**config.mk**
```make
export PLATFORM = sky130hd
export DESIGN_NAME = vga_rect_fill_master
export DESIGN_NICKNAME = d
export VERILOG_FILES = /design/src/rtl/vga_rect_fill_master.sv
export SDC_FILE = /design/constraint.sdc
export NUM_CORES = 1
export LEC_CHECK = 0
export CAP_MARGIN = 10
export CORE_MARGIN = 4
export CORE_UTILIZATION = 55
export DETAILED_ROUTE_END_ITERATION = 16
export PLACE_DENSITY = 0.78
export SLEW_MARGIN = 30
export SYNTH_ARGS = -nofsm -noshare
export SYNTH_HDL_FRONTEND = slang
export SYNTH_SLANG_ARGS = --single-unit
```
**constraint.sdc**
```tcl
create_clock -name iCLK -period 4.4 [get_ports iCLK]
set_input_delay 0.66 -clock iCLK [delete_from_list [all_inputs] [get_ports iCLK]]
set_output_delay 0.66 -clock iCLK [all_outputs]
set_load 0.02 [all_outputs]
```
**src/rtl/vga_rect_fill_master.sv**
```systemverilog
// IO-bus master that fills a clipped rectangle of the 8-bpp VGA framebuffer with one colour,
// one pixel per accepted write, arbitrating for the bus through oReq/iGrant.
module vga_rect_fill_master #(
    parameter logic [31:0] BASE_ADDR = 32'hFF000000,
    parameter int unsigned H_RES     = 320,
    parameter int unsigned V_RES     = 240
) (
    input  logic        iCLK,
    input  logic        iRST_N,
    input  logic        iStart,
    input  logic        iAbort,
    input  logic [8:0]  iX0,
    input  logic [7:0]  iY0,
    input  logic [8:0]  iW,
    input  logic [7:0]  iH,
    input  logic [7:0]  iColor,
    output logic        oBusy,
    output logic        oDone,
    output logic        oReq,
    input  logic        iGrant,
    input  logic        iReady,
    output logic        wReadEnable,
    output logic        wWriteEnable,
    output logic [3:0]  wByteEnable,
    output logic [31:0] wAddress,
    output logic [31:0] wWriteData
);

    typedef enum logic [2:0] {
        S_IDLE,
        S_SETUP,
        S_ARB,
        S_WR,
        S_DONE
    } state_t;

    state_t      state_q, state_d;
    logic [8:0]  x0_q, x0_d;
    logic [7:0]  y0_q, y0_d;
    logic [8:0]  w_q, w_d;
    logic [7:0]  h_q, h_d;
    logic [7:0]  color_q, color_d;
    logic [8:0]  col_q, col_d;
    logic [7:0]  row_q, row_d;
    logic [31:0] row_base_q, row_base_d;

    logic [9:0]  x_room;
    logic [8:0]  y_room;
    logic [8:0]  w_clip;
    logic [7:0]  h_clip;
    logic        degenerate;
    logic [31:0] pix_addr;
    logic        last_col;
    logic        last_row;

    // Clipping: x_room/y_room are only meaningful when the origin is on screen,
    // which the degenerate test covers before they are used.
    always_comb begin
        x_room     = 10'(H_RES) - {1'b0, iX0};
        y_room     = 9'(V_RES) - {1'b0, iY0};
        w_clip     = ({1'b0, iW} < x_room) ? iW : x_room[8:0];
        h_clip     = ({1'b0, iH} < y_room) ? iH : y_room[7:0];
        degenerate = (32'(iX0) >= H_RES) || (32'(iY0) >= V_RES) ||
                     (iW == '0) || (iH == '0);
    end

    assign pix_addr = row_base_q + 32'(x0_q) + 32'(col_q);
    assign last_col = (col_q == w_q - 9'd1);
    assign last_row = (row_q == h_q - 8'd1);

    always_comb begin
        state_d      = state_q;
        x0_d         = x0_q;
        y0_d         = y0_q;
        w_d          = w_q;
        h_d          = h_q;
        color_d      = color_q;
        col_d        = col_q;
        row_d        = row_q;
        row_base_d   = row_base_q;
        oDone        = 1'b0;
        oReq         = 1'b0;
        wWriteEnable = 1'b0;
        wByteEnable  = '0;
        wAddress     = '0;
        wWriteData   = '0;

        case (state_q)
            S_IDLE: begin
                if (iStart) begin
                    x0_d    = iX0;
                    y0_d    = iY0;
                    w_d     = w_clip;
                    h_d     = h_clip;
                    color_d = iColor;
                    state_d = degenerate ? S_DONE : S_SETUP;
                end
            end
            S_SETUP: begin
                row_base_d = BASE_ADDR + 32'(y0_q) * 32'(H_RES);
                col_d      = '0;
                row_d      = '0;
                state_d    = S_ARB;
            end
            S_ARB: begin
                oReq        = 1'b1;
                wAddress    = pix_addr;
                wByteEnable = 4'b0001 << pix_addr[1:0];
                wWriteData  = {4{color_q}};
                if (iGrant) begin
                    state_d = S_WR;
                end
            end
            S_WR: begin
                oReq         = 1'b1;
                wWriteEnable = iGrant;
                wAddress     = pix_addr;
                wByteEnable  = 4'b0001 << pix_addr[1:0];
                wWriteData   = {4{color_q}};
                if (!iGrant) begin
                    state_d = S_ARB;
                end else if (iReady) begin
                    if (last_col) begin
                        col_d = '0;
                        if (last_row) begin
                            state_d = S_DONE;
                        end else begin
                            row_d      = row_q + 8'd1;
                            row_base_d = row_base_q + 32'(H_RES);
                        end
                    end else begin
                        col_d = col_q + 9'd1;
                    end
                end
            end
            S_DONE: begin
                oDone   = 1'b1;
                state_d = S_IDLE;
            end
            default: state_d = S_IDLE;
        endcase

        // Abort overrides any progress; a write accepted this cycle has already happened.
        if (iAbort && (state_q != S_IDLE)) begin
            state_d = S_IDLE;
        end
    end

    assign oBusy       = (state_q != S_IDLE);
    assign wReadEnable = 1'b0;

    always_ff @(posedge iCLK or negedge iRST_N) begin
        if (!iRST_N) begin
            state_q    <= S_IDLE;
            x0_q       <= '0;
            y0_q       <= '0;
            w_q        <= '0;
            h_q        <= '0;
            color_q    <= '0;
            col_q      <= '0;
            row_q      <= '0;
            row_base_q <= '0;
        end else begin
            state_q    <= state_d;
            x0_q       <= x0_d;
            y0_q       <= y0_d;
            w_q        <= w_d;
            h_q        <= h_d;
            color_q    <= color_d;
            col_q      <= col_d;
            row_q      <= row_d;
            row_base_q <= row_base_d;
        end
    end

endmodule

```
Yosys cells after proc, flatten, opt, wreduce, memory -nomap -nowiden
Cells that the tools add are included.
- bits in registers: 94
- input port bits: 48
- add/sub/neg operators: 10
- $mul: 1
- order comparisons: 4
- equality and inequality tests: 15
- shift operators: 1
- multiplexer cells: 31
- reduce and logical (&&, ||, !) cells: 14
- operators by type and width (operator ; count):
    32-bit two-way mux ; 6
    32-bit by 9-bit adder with 32-bit output ; 2
    32-bit one-hot mux with 2 select lines ; 1
    8-bit two-way mux ; 5
    9-bit two-way mux ; 4
    32-bit by 9-bit adder with 32-bit output, second input constant ; 1
    25-bit by 18-bit adder with 26-bit output, first input constant ; 1
    3-bit two-way mux ; 8
    9-bit one-hot mux with 2 select lines ; 1
    8-bit one-hot mux with 2 select lines ; 1
    4-bit != test, second input constant ; 3
    3-bit one-hot mux with 4 select lines ; 1
    8-bit by 3-bit multiplier with 11-bit output, second input constant ; 1
    9-bit by 10-bit less-than comparator with 1-bit output ; 1
    5-bit AND reduction ; 2
    9-bit by 9-bit subtractor with 10-bit output, first input constant ; 1
    9-bit by 1-bit adder with 9-bit output, second input constant ; 1
    9-bit equality test ; 1
    9-bit greater-or-equal comparator, second input constant ; 1
    9-bit logical NOT ; 1
    8-bit by 9-bit less-than comparator with 1-bit output ; 1
    8-bit by 8-bit subtractor with 9-bit output, first input constant ; 1
    9-bit by 1-bit subtractor with 9-bit output, second input constant ; 1
    8-bit by 1-bit adder with 8-bit output, second input constant ; 1
    20 further kinds ; 29

Logic depth before layout (Yosys ltp)
Gate-level depths: netlist (run 1).
- depth in word-level cells: 8
- gate-level depth with buffers: 11
- mapped depth without buffers: 11

Least setup slack after synthesis (run 1)
Ideal clock, no wire load.
- kind: reg2out
- start: register x0_q[2]
- end: output port wAddress[26]
- arrival: 2.916 ns
- data required time: 3.740 ns
- slack: 0.824 ns
- cell stages (with the launch flop): 11
- path through: dfrtp_1 ha_1 ha_1 a21o_1 a21oi_1 o21bai_1 a21boi_0 o31a_1 clkbuf_1 or4b_2 a21oi_1
- cells in the longest elaborated chain, start to end: 3
- RTL lines (what ; line ; RTL):
    start, declared ; 38 ; logic [8:0] x0_q, x0_d;
    start signal, assigned ; 155 ; x0_q <= '0;
    start signal, assigned ; 165 ; x0_q <= x0_d;
    32-bit by 9-bit adder with 32-bit output (2 in series) ; 67 ; assign pix_addr = row_base_q + 32'(x0_q) + 32'(col_q);
    32-bit two-way mux ; 88 ; case (state_q)
    end, declared ; 25 ; output logic [31:0] wAddress,
No other way between the ends.

Worst setup path after layout (run 1)
- start: register col_q[6]
- end: output port wAddress[22]
- cells in the longest elaborated chain, start to end: 2
- RTL lines (what ; line ; RTL):
    start, declared ; 43 ; logic [8:0] col_q, col_d;
    start signal, assigned ; 170 ; col_q <= col_d;
    32-bit by 9-bit adder with 32-bit output ; 67 ;
    32-bit two-way mux ; 88 ;
No other way between the ends.

==> results of run 1 <==
cells by family after synthesis:
group | share of synthesized area, %
AND/OR/NAND/NOR | 26.5
other | 0.0511
multiplexers | 2.13
flip-flops | 30.0
adder cells (fa/ha/maj) | 9.71
AO/OA/AOI/OAI | 18.8
XOR/XNOR | 6.44
buffers and inverters | 6.46
repair_timing:
action | CTS | global route
hold buffers | 0 | 0
setup buffers | 0 | 3
gates resized for setup | 6 | 16
pin swaps | 0 | 1
setup endpoints to repair | 7 | 21
registers in the layout, indices dropped and copies added, names as in the netlist:
name and flops:
x0_q 9, y0_q 8, color_q 8, h_q 8, w_q 9, row_base_q 26
state_q 3, col_q 9, row_q 8
path summary, 6_finish.rpt:
check                      slack, ns                   start  cells after the start                         end
min in group iCLK               0.46  color_q[3]$_DFFE_PN0P_                      2      color_q[3]$_DFFE_PN0P_
hold / removal                  0.38                  iRST_N                      1  row_base_q[22]$_DFFE_PN0P_
setup reg to reg                1.00      h_q[0]$_DFFE_PN0P_                      9        row_q[2]$_DFFE_PN0P_
setup / recovery                0.18    col_q[6]$_DFFE_PN0P_                      9                wAddress[22]
max in group asynchronous       3.11                  iRST_N                      2        col_q[6]$_DFFE_PN0P_
hold reg to reg                 0.46  color_q[3]$_DFFE_PN0P_                      2      color_q[3]$_DFFE_PN0P_
per-layer routing:
layer / GRT usage [%] / part of all wire, %
met1: 38.2 / 48
met2: 38.1 / 43
met3: 4.71 / 7.2
met4: 6.64 / 1.5
met5: 0 / 0
stage by stage:
stage          std cells  total power, mW  utilization (%)  area, um^2  setup WS (ns)
3_5_place_dp        1142             3.36             66.0        8470          0.237
5_1_grt             1161             4.53             69.0        8850        0.00123
3_3_place_gp        1142             3.32             66.0        8460          0.334
6_report            1161             4.18             69.0        8850          0.176
2_1_floorplan        905             2.78                -        7340          0.824
4_1_cts             1158             4.15             68.4        8770        0.00562
synth_stat cells (8+ instances only):
library cell / instances / area share, %
a31oi_1: 17 / 1.4
nand3_1: 40 / 2.7
ha_1: 49 / 8.3
a21oi_1: 53 / 3.6
nor4_1: 8 / 0.68
a21o_1: 12 / 1.2
nor3_1: 24 / 1.6
xnor2_1: 31 / 3.7
nand2b_1: 13 / 1.1
nand2_1: 137 / 7.0
clkbuf_1: 31 / 1.6
dfrtp_1: 88 / 30
o21ai_0: 46 / 3.1
nand4_1: 10 / 0.85
xor2_1: 23 / 2.7
buf_4: 28 / 2.9
nor2_1: 73 / 3.7
inv_1: 28 / 1.4
mux2i_1: 10 / 1.4
and3_1: 13 / 1.1
o31ai_1: 20 / 2.0
or4_1: 13 / 1.3
and2_1: 19 / 1.6
or3_1: 12 / 1.0
area by class of cell:
class,count,area [um^2],share of cell area (%)
Multi-Input combinational cell,724,4710,53.2
Sequential cell,88,2200,24.9
Clock buffer,14,294,3.32
Inverter,28,105,1.19
Clock inverter,2,10.0,0.113
Timing Repair Buffer,133,1310,14.8
Tap cell,172,215,2.43
power by group:
group | total (mW) | leakage [nW] | internal [mW] | switching (mW)
Combinational | 2.07 | 2.69 | 0.888 | 1.19
Sequential | 1.34 | 1.08 | 1.04 | 0.300
Clock | 0.773 | 0.155 | 0.458 | 0.315
Total | 4.18 | 3.92 | 2.38 | 1.80
==> results.json, run 1 <==
{
  "netlist_area_um2": 7340,
  "worstPathCellList": "fa_1 -> ha_1 -> or2_2 -> a21oi_1 -> o31a_2 -> buf_4 -> or4b_2 -> a21oi_1 -> dlygate4sd2_1",
  "tightest_slew_ns": 0.965,
  "synth_nets": 1007,
  "leakagePower_nw": 3.92,
  "diodes": 0,
  "antenna_found_initial": 0,
  "cts_tree": "done",
  "cellPowerDensity_nw_per_um2": 473,
  "ant_nets": 0,
  "cts_buffer_depth": 2,
  "relSlewSlack_pct": 35.7,
  "cts_root_buffer": "clkbuf_16",
  "coreArea_um2": 12800,
  "vias_per_cell": 5.92,
  "ys.flop_type": "dfrtp_1",
  "overflow": 0,
  "crit_arrival_ns": 3.56,
  "clk_latency_ns": 0.35,
  "clkSinkCount": 88,
  "drive_above_1_share_pct": 6.98,
  "finalSetupTns_ns": 0,
  "grt_pass1_vias": 6334,
  "ir_drop_uv": 289,
  "grt_usage_pct": 25.6,
  "rsz0062_at_grt": "no",
  "period_share_pct": 96.0,
  "synthDistinctLibCells": 72,
  "slowest_delay_ns": 0.60,
  "grt_pass1_wl_mm": 31.2,
  "fin_skew_ns": 0.00536,
  "drc": 0,
  "dp_hpwl_mm": 13.8,
  "drt_iter0_drc": 456,
  "ys_ff_latch": 88,
  "wl_per_cell_um": 16.0,
  "cts.htree.levels": 3,
  "setup_viol": 0,
  "cp-start-kind": "flip-flop",
  "io_buffers": 119,
  "crit_fanout": 11,
  "die_x_um": 124,
  "final_common_cell": "nand2_1",
  "syn2layout_area_growth_pct": 20.5,
  "status": "finished, final reports clean",
  "critPathKind": "flip-flop to output port",
  "drv_cap": 0,
  "die_y_um": 124,
  "hold_viol": 0,
  "cpLargestDelayFamily": "adder cells",
  "period_needed_ns": 4.22,
  "finalMaxSlewViolations": 0,
  "ios": 121,
  "path_buf_inv": 2,
  "fmax_mhz": 237,
  "clkSlewWorstSetupHoldPaths_ns": 0.06,
  "dieArea_um2": 15300,
  "finish.net_count": 1086,
  "drtPass1Iterations": 5,
  "whs_ns": 0.377,
  "cp-end-kind": "output port",
  "yosys_warnings": 0,
  "ys_seq_area_share_pct": 30.0,
  "crit_path_frequent_cell": "a21oi_1",
  "initial_core_util_pct": 57.3,
  "async_flop_share_pct": 100,
  "grt_max_degree": 62,
  "fillers": 1074,
  "synth_edf_count": 0,
  "synth_area_per_cell_um2": 8.11,
  "cts_buffers": 9,
  "final_cell_mix": "137 x nand2_1, 105 x clkdlybuf4s50_1, 87 x dfrtp_1",
  "num_rows": 41,
  "cpMaxStageDelayCell": "or4b_2",
  "totalWireLength_mm": 18.5,
  "worstHoldPathType": "input port to asynchronous set/reset pin",
  "num_vias": 6877,
  "crit_required_ns": 3.74,
  "syn_inst": 905,
  "gp_congestion": 0.907
}
No activity file was read; power rests on OpenSTA's default activity.
==> run 2, diff against run 1 <==
--- a/config.mk
+++ b/config.mk
@@ -8,8 +8,10 @@
 export CAP_MARGIN = 10
 export CORE_MARGIN = 4
 export CORE_UTILIZATION = 55
+export CTS_CLUSTER_DIAMETER = 200
 export DETAILED_ROUTE_END_ITERATION = 16
 export PLACE_DENSITY = 0.78
+export SETUP_SLACK_MARGIN = 0.15
 export SLEW_MARGIN = 30
 export SYNTH_ARGS = -nofsm -noshare
 export SYNTH_HDL_FRONTEND = slang
==> results.json, run 2 (same netlist as run 1, synthesis figures left out) <==
{
  "status": "finished, final reports clean",
  "setup_slack_ns": 0.249,
  "crit_fanout": 8,
  "die_x_um": 124,
  "syn2layout_area_growth_pct": 19.9,
  "critPathKind": "flip-flop to output port",
  "cts_buffers": 9,
  "grt_pass1_vias": 6336,
  "finish.net_count": 1086,
  "cts.htree.levels": 3,
  "crit_required_ns": 3.74,
  "clkSinkCount": 88,
  "dp_hpwl_mm": 13.8,
  "utilization_pct": 68.6,
  "antenna_found_initial": 0,
  "power_frac_clock_pct": 18.4,
  "crit_path_frequent_cell": "a21oi_1",
  "final_common_cell": "nand2_1",
  "coreArea_um2": 12800,
  "worstHoldPathType": "input port to asynchronous set/reset pin",
  "drt_iter0_drc": 464,
  "largest_reg_flops": 26,
  "initial_core_util_pct": 57.3,
  "largest_register": "row_base_q",
  "hold_viol": 0,
  "cellPowerDensity_nw_per_um2": 475,
  "combPwrFrac_pct": 49.5,
  "cts_root_buffer": "clkbuf_16",
  "switching_share_pct": 43.1,
  "finalSetupTns_ns": 0,
  "grt_max_degree": 62,
  "cts_tree": "done",
  "setup_viol": 0,
  "seq_power_share_pct": 32.1,
  "drtPass1Iterations": 5,
  "ant_nets": 0,
  "r2r_end": "row_q[2]$_DFFE_PN0P_",
  "grt_usage_pct": 25.6,
  "rrSetupSlack_ns": 1.01,
  "p_int_mw": 2.38,
  "finalMaxSlewViolations": 0,
  "rsz0062_at_grt": "yes",
  "wl_per_cell_um": 15.9,
  "cp-start-kind": "flip-flop",
  "drive_above_1_share_pct": 7.28,
  "period_share_pct": 94.3,
  "ir_drop_uv": 289,
  "tightest_slew_ns": 0.944,
  "final_cells": 1161,
  "switching_power_mw": 1.80,
  "diodes": 0,
  "clkSlewWorstSetupHoldPaths_ns": 0.06,
  "final_cell_mix": "137 x nand2_1, 104 x clkdlybuf4s50_1, 87 x dfrtp_1",
  "cp-end-kind": "output port",
  "cpMaxStageDelayCell": "or4b_2",
  "post-place-ws_ns": 0.237,
  "period_needed_ns": 4.15,
  "num_vias": 6881,
  "drc": 0,
  "r2r.worst_path.cells": 9,
  "worstPathCellList": "fa_1 -> ha_1 -> or2_2 -> a21oi_1 -> o31a_2 -> buf_4 -> or4b_2 -> a21oi_1 -> clkbuf_2",
  "die_y_um": 124,
  "gp_congestion": 0.907,
  "reg2reg_from": "h_q[0]$_DFFE_PN0P_",
  "vias_per_cell": 5.93,
  "drv_cap": 0,
  "num_rows": 41,
  "relSlewSlack_pct": 37.1,
  "critical_path.endpoint": "wAddress[24]",
  "slowest_delay_ns": 0.64,
  "leakagePower_nw": 3.84,
  "crit_start": "col_q[6]$_DFFE_PN0P_",
  "totalWireLength_mm": 18.5,
  "fmax_mhz": 241,
  "power_mw": 4.18,
  "crit_arrival_ns": 3.49,
  "clk_latency_ns": 0.35,
  "overflow": 0,
  "io_buffers": 119,
  "ios": 121,
  "fin_skew_ns": 0.00459,
  "cts_buffer_depth": 2,
  "placedCellCount": 1142,
  "grt_pass1_wl_mm": 31.3,
  "dieArea_um2": 15300
}
[run 2: how the worst min path moves through the flow]
stage | startpoint | endpoint | slack, ns | cells after the start
after global placement | color_q[3]$_DFFE_PN0P_ | color_q[3]$_DFFE_PN0P_ | 0.45 | 2
final | iRST_N | row_base_q[20]$_DFFE_PN0P_ | 0.38 | 1
after detailed placement | color_q[3]$_DFFE_PN0P_ | color_q[3]$_DFFE_PN0P_ | 0.45 | 2
after global routing | iRST_N | row_base_q[20]$_DFFE_PN0P_ | 0.44 | 1
after CTS | iRST_N | row_base_q[22]$_DFFE_PN0P_ | 0.40 | 1
after floorplan | iRST_N | col_q[0]$_DFFE_PN0P_ | 0.36 | 0
[run 2: layout make-up]
| cell class | instances | area, um^2 |
|---|---|---|
| multi-input combinational | 724 | 4700 |
| fill | 1087 | 4020 |
| sequential | 88 | 2200 |
| timing repair buffer | 133 | 1270 |
| clock buffer | 14 | 294 |
| tap | 172 | 215 |
| inverter | 28 | 105 |
| clock inverter | 2 | 10.0 |
[run 2: critical path: cells and delay by family, from the launching register on]
kind	cells	cell delay [ns]
DFF	1	0.47
buffers and inverters	2	0.37
AOI/OAI and AO/OA	3	0.69
adders and majority gates	2	0.83
and+or+nand+nor	2	0.77
[run 2: power groups by stage]
stage,Combinational [mW],Clock [mW],Sequential [mW]
after floorplan,1.57,0,1.21
after global placement,1.98,0,1.33
after detailed placement,2.01,0,1.34
after CTS,2.04,0.783,1.33
after global routing,2.32,0.821,1.38
final,2.07,0.769,1.34
[run 2: timing repair]
| item | 4_1_cts | 5_1_grt |
|---|---|---|
| gates cloned | 0 | 0 |
| resized for setup | 16 | 14 |
| hold buffers | 0 | 0 |
| endpoints found under the setup margin | 22 | 16 |
| buffers inserted | 0 | 3 |
| pin swaps | 0 | 1 |
[run 2: routing by layer]
metal,share of wire [%],GRT usage (%)
met2,43,38.2
met3,6.8,4.71
met4,1.5,6.64
met1,48,38.2
met5,0,0
[run 2: stage by stage]
| step | instance area, um^2 | hold slack [ns] |
|---|---|---|
| after floorplan | 7340 | 0.364 |
| final | 8800 | 0.379 |
| after detailed placement | 8470 | 0.454 |
| after global placement | 8460 | 0.449 |
| after global routing | 8800 | 0.442 |
| after CTS | 8770 | 0.400 |
==> run 3, diff against run 2 <==
--- a/config.mk
+++ b/config.mk
@@ -10,6 +10,7 @@
 export CORE_UTILIZATION = 55
 export CTS_CLUSTER_DIAMETER = 200
 export DETAILED_ROUTE_END_ITERATION = 16
+export GPL_TIMING_DRIVEN = 0
 export PLACE_DENSITY = 0.78
 export SETUP_SLACK_MARGIN = 0.15
 export SLEW_MARGIN = 30
==> constraint.sdc (replaced) <==
create_clock -name iCLK -period 4.4 [get_ports iCLK]
set_input_delay 0.66 -clock iCLK [delete_from_list [all_inputs] [get_ports iCLK]]
set_output_delay 0.66 -clock iCLK [all_outputs]
set_load 0.005 [all_outputs]
==> results.json, run 3 (same netlist as run 1, synthesis figures left out) <==
{
  "status": "finished, final reports clean",
  "ios": 121,
  "period_needed_ns": 4.07,
  "crit_required_ns": 3.74,
  "cts_tree": "done",
  "crit_fanout": 10,
  "cp-end-kind": "output port",
  "coreArea_um2": 12800,
  "critical_path.endpoint": "wAddress[12]",
  "final_cell_mix": "137 x nand2_1, 114 x clkdlybuf4s50_1, 82 x dfrtp_1",
  "gp_congestion": 0.929,
  "die_x_um": 124,
  "io_buffers": 119,
  "dieArea_um2": 15300,
  "syn2layout_area_growth_pct": 26.1,
  "switching_power_mw": 1.76,
  "vias_per_cell": 5.86,
  "cellPowerDensity_nw_per_um2": 467,
  "num_rows": 41,
  "seq_power_share_pct": 29.8,
  "largest_reg_flops": 26,
  "clk_latency_ns": 0.35,
  "period_share_pct": 92.4,
  "leakagePower_nw": 4.03,
  "tightest_slew_ns": 0.974,
  "stdcell_area_um2": 9260,
  "r2r.worst_path.cells": 8,
  "initial_core_util_pct": 57.3,
  "cts_root_buffer": "clkbuf_16",
  "worstHoldPathType": "input port to asynchronous set/reset pin",
  "finish.net_count": 1145,
  "rsz0062_at_grt": "no",
  "ant_nets": 0,
  "antenna_found_initial": 1,
  "fillers": 1050,
  "r2r_end": "row_base_q[16]$_DFFE_PN0P_",
  "final_cells": 1219,
  "clkSlewWorstSetupHoldPaths_ns": 0.07,
  "drv_cap": 0,
  "relSlewSlack_pct": 34.6,
  "placedCellCount": 1197,
  "power_frac_clock_pct": 20.4,
  "multi_input_area_um2": 4720,
  "wl_per_cell_um": 16.7,
  "cts_buffers": 9,
  "switching_share_pct": 40.7,
  "ir_drop_uv": 247,
  "hold_viol": 0,
  "fin_skew_ns": 0.0120,
  "cts_buffer_depth": 2,
  "combPwrFrac_pct": 49.8,
  "grt_usage_pct": 27.5,
  "fmax_mhz": 246,
  "crit_start": "x0_q[2]$_DFFE_PN0P_",
  "setup_viol": 0,
  "crit_arrival_ns": 3.41,
  "whs_ns": 0.201,
  "cts.htree.levels": 3,
  "setup_slack_ns": 0.333,
  "post-place-ws_ns": 0.00163,
  "grt_pass1_vias": 6637,
  "num_vias": 7142,
  "drtPass1Iterations": 5,
  "drc": 0,
  "grt_pass1_wl_mm": 33.4,
  "drt_iter0_drc": 549,
  "critPathKind": "flip-flop to output port",
  "largest_register": "row_base_q",
  "final_common_cell": "nand2_1",
  "p_int_mw": 2.56,
  "dp_hpwl_mm": 15.5,
  "diodes": 0,
  "drive_above_1_share_pct": 9.65,
  "cp-start-kind": "flip-flop",
  "overflow": 0,
  "totalWireLength_mm": 20.4,
  "die_y_um": 124,
  "finalMaxSlewViolations": 0,
  "final-seq-area_um2": 2210,
  "clkSinkCount": 88,
  "power_mw": 4.32,
  "dpl_cell_area_um2": 8780,
  "reg2reg_from": "w_q[3]$_DFFE_PN0P_",
  "grt_max_degree": 53,
  "rrSetupSlack_ns": 1.51
}
## run 3: cell types whose count changed in the layout (fill, tap and decap cells not counted), sizes merged
cell           previous run  this run
dlygate4sd2               7         0
buf                      15        43
clkdlybuf4s50           104       114
clkbuf                   18        43
bufinv                    0         3
dlymetal6s2s              3         4
clkinv                    2         0
## run 3: worst min-delay path by stage
stage                                  to                   start  slack, ns  cells past startpoint
3_5_place_dp       color_q[1]$_DFFE_PN0P_  color_q[1]$_DFFE_PN0P_       0.45                      2
6_report       row_base_q[30]$_DFFE_PN0P_                  iRST_N       0.20                      1
5_1_grt        row_base_q[30]$_DFFE_PN0P_                  iRST_N       0.22                      1
3_3_place_gp       color_q[3]$_DFFE_PN0P_  color_q[3]$_DFFE_PN0P_       0.45                      2
4_1_cts        row_base_q[30]$_DFFE_PN0P_                  iRST_N       0.21                      1
2_1_floorplan        col_q[0]$_DFFE_PN0P_                  iRST_N       0.36                      0
## run 3: area by class of cell
class | count | share of cell area, %
buffer | 65 | 4.14
clock buffer | 12 | 2.66
clock inverter | 3 | 0.973
inverter | 28 | 1.14
multi-input combinational | 724 | 51.0
sequential | 88 | 23.9
tap | 172 | 2.32
timing repair buffer | 127 | 13.9
## run 3: stage by stage
stage	utilization, %	TNS [ns]
floorplan	-	0
global placement	68.2	-55.78
detailed placement	68.4	0
CTS	71.6	0
global route	72.2	0
finish	72.2	0
## run 3: what timing repair did
action / 4_1_cts / 5_1_grt
resized for setup: 13 / 16
endpoints found under the setup margin: 16 / 22
hold endpoints to repair: 0 / 0
hold buffers: 0 / 0
pin swaps: 2 / 4
setup buffers: 5 / 2
## run 3: routing by layer
| layer | GRT usage [%] | up-vias | wire, um |
|---|---|---|---|
| met1 | 40.1 | 3313 | 9200 |
| li1 | - | 3496 | - |
| met4 | 8.72 | 2 | 409 |
| met2 | 42.1 | 289 | 9310 |
| met3 | 4.12 | 42 | 1420 |
| met5 | 0 | - | 8 |
## run 3: worst max-delay path, stage by stage, from the launching register on
cell and delay [ns]:
dfrtp_1 0.41, ha_4 0.26, ha_1 0.29, a21o_1 0.15
a21oi_1 0.23, o21bai_1 0.11, a21boi_1 0.25, o31a_1 0.21
clkbuf_8 0.18, clkbuf_4 0.21, o21ai_0 0.10, a21oi_1 0.13
clkdlybuf4s50_1 0.53
## run 3: power groups by stage
stage / Combinational (mW) / Clock (mW) / Sequential, mW
2_1_floorplan: 1.46 / 0 / 1.21
3_3_place_gp: 2.02 / 0 / 1.29
3_5_place_dp: 2.06 / 0 / 1.29
4_1_cts: 2.11 / 0.886 / 1.28
5_1_grt: 2.40 / 0.923 / 1.32
6_report: 2.15 / 0.880 / 1.29
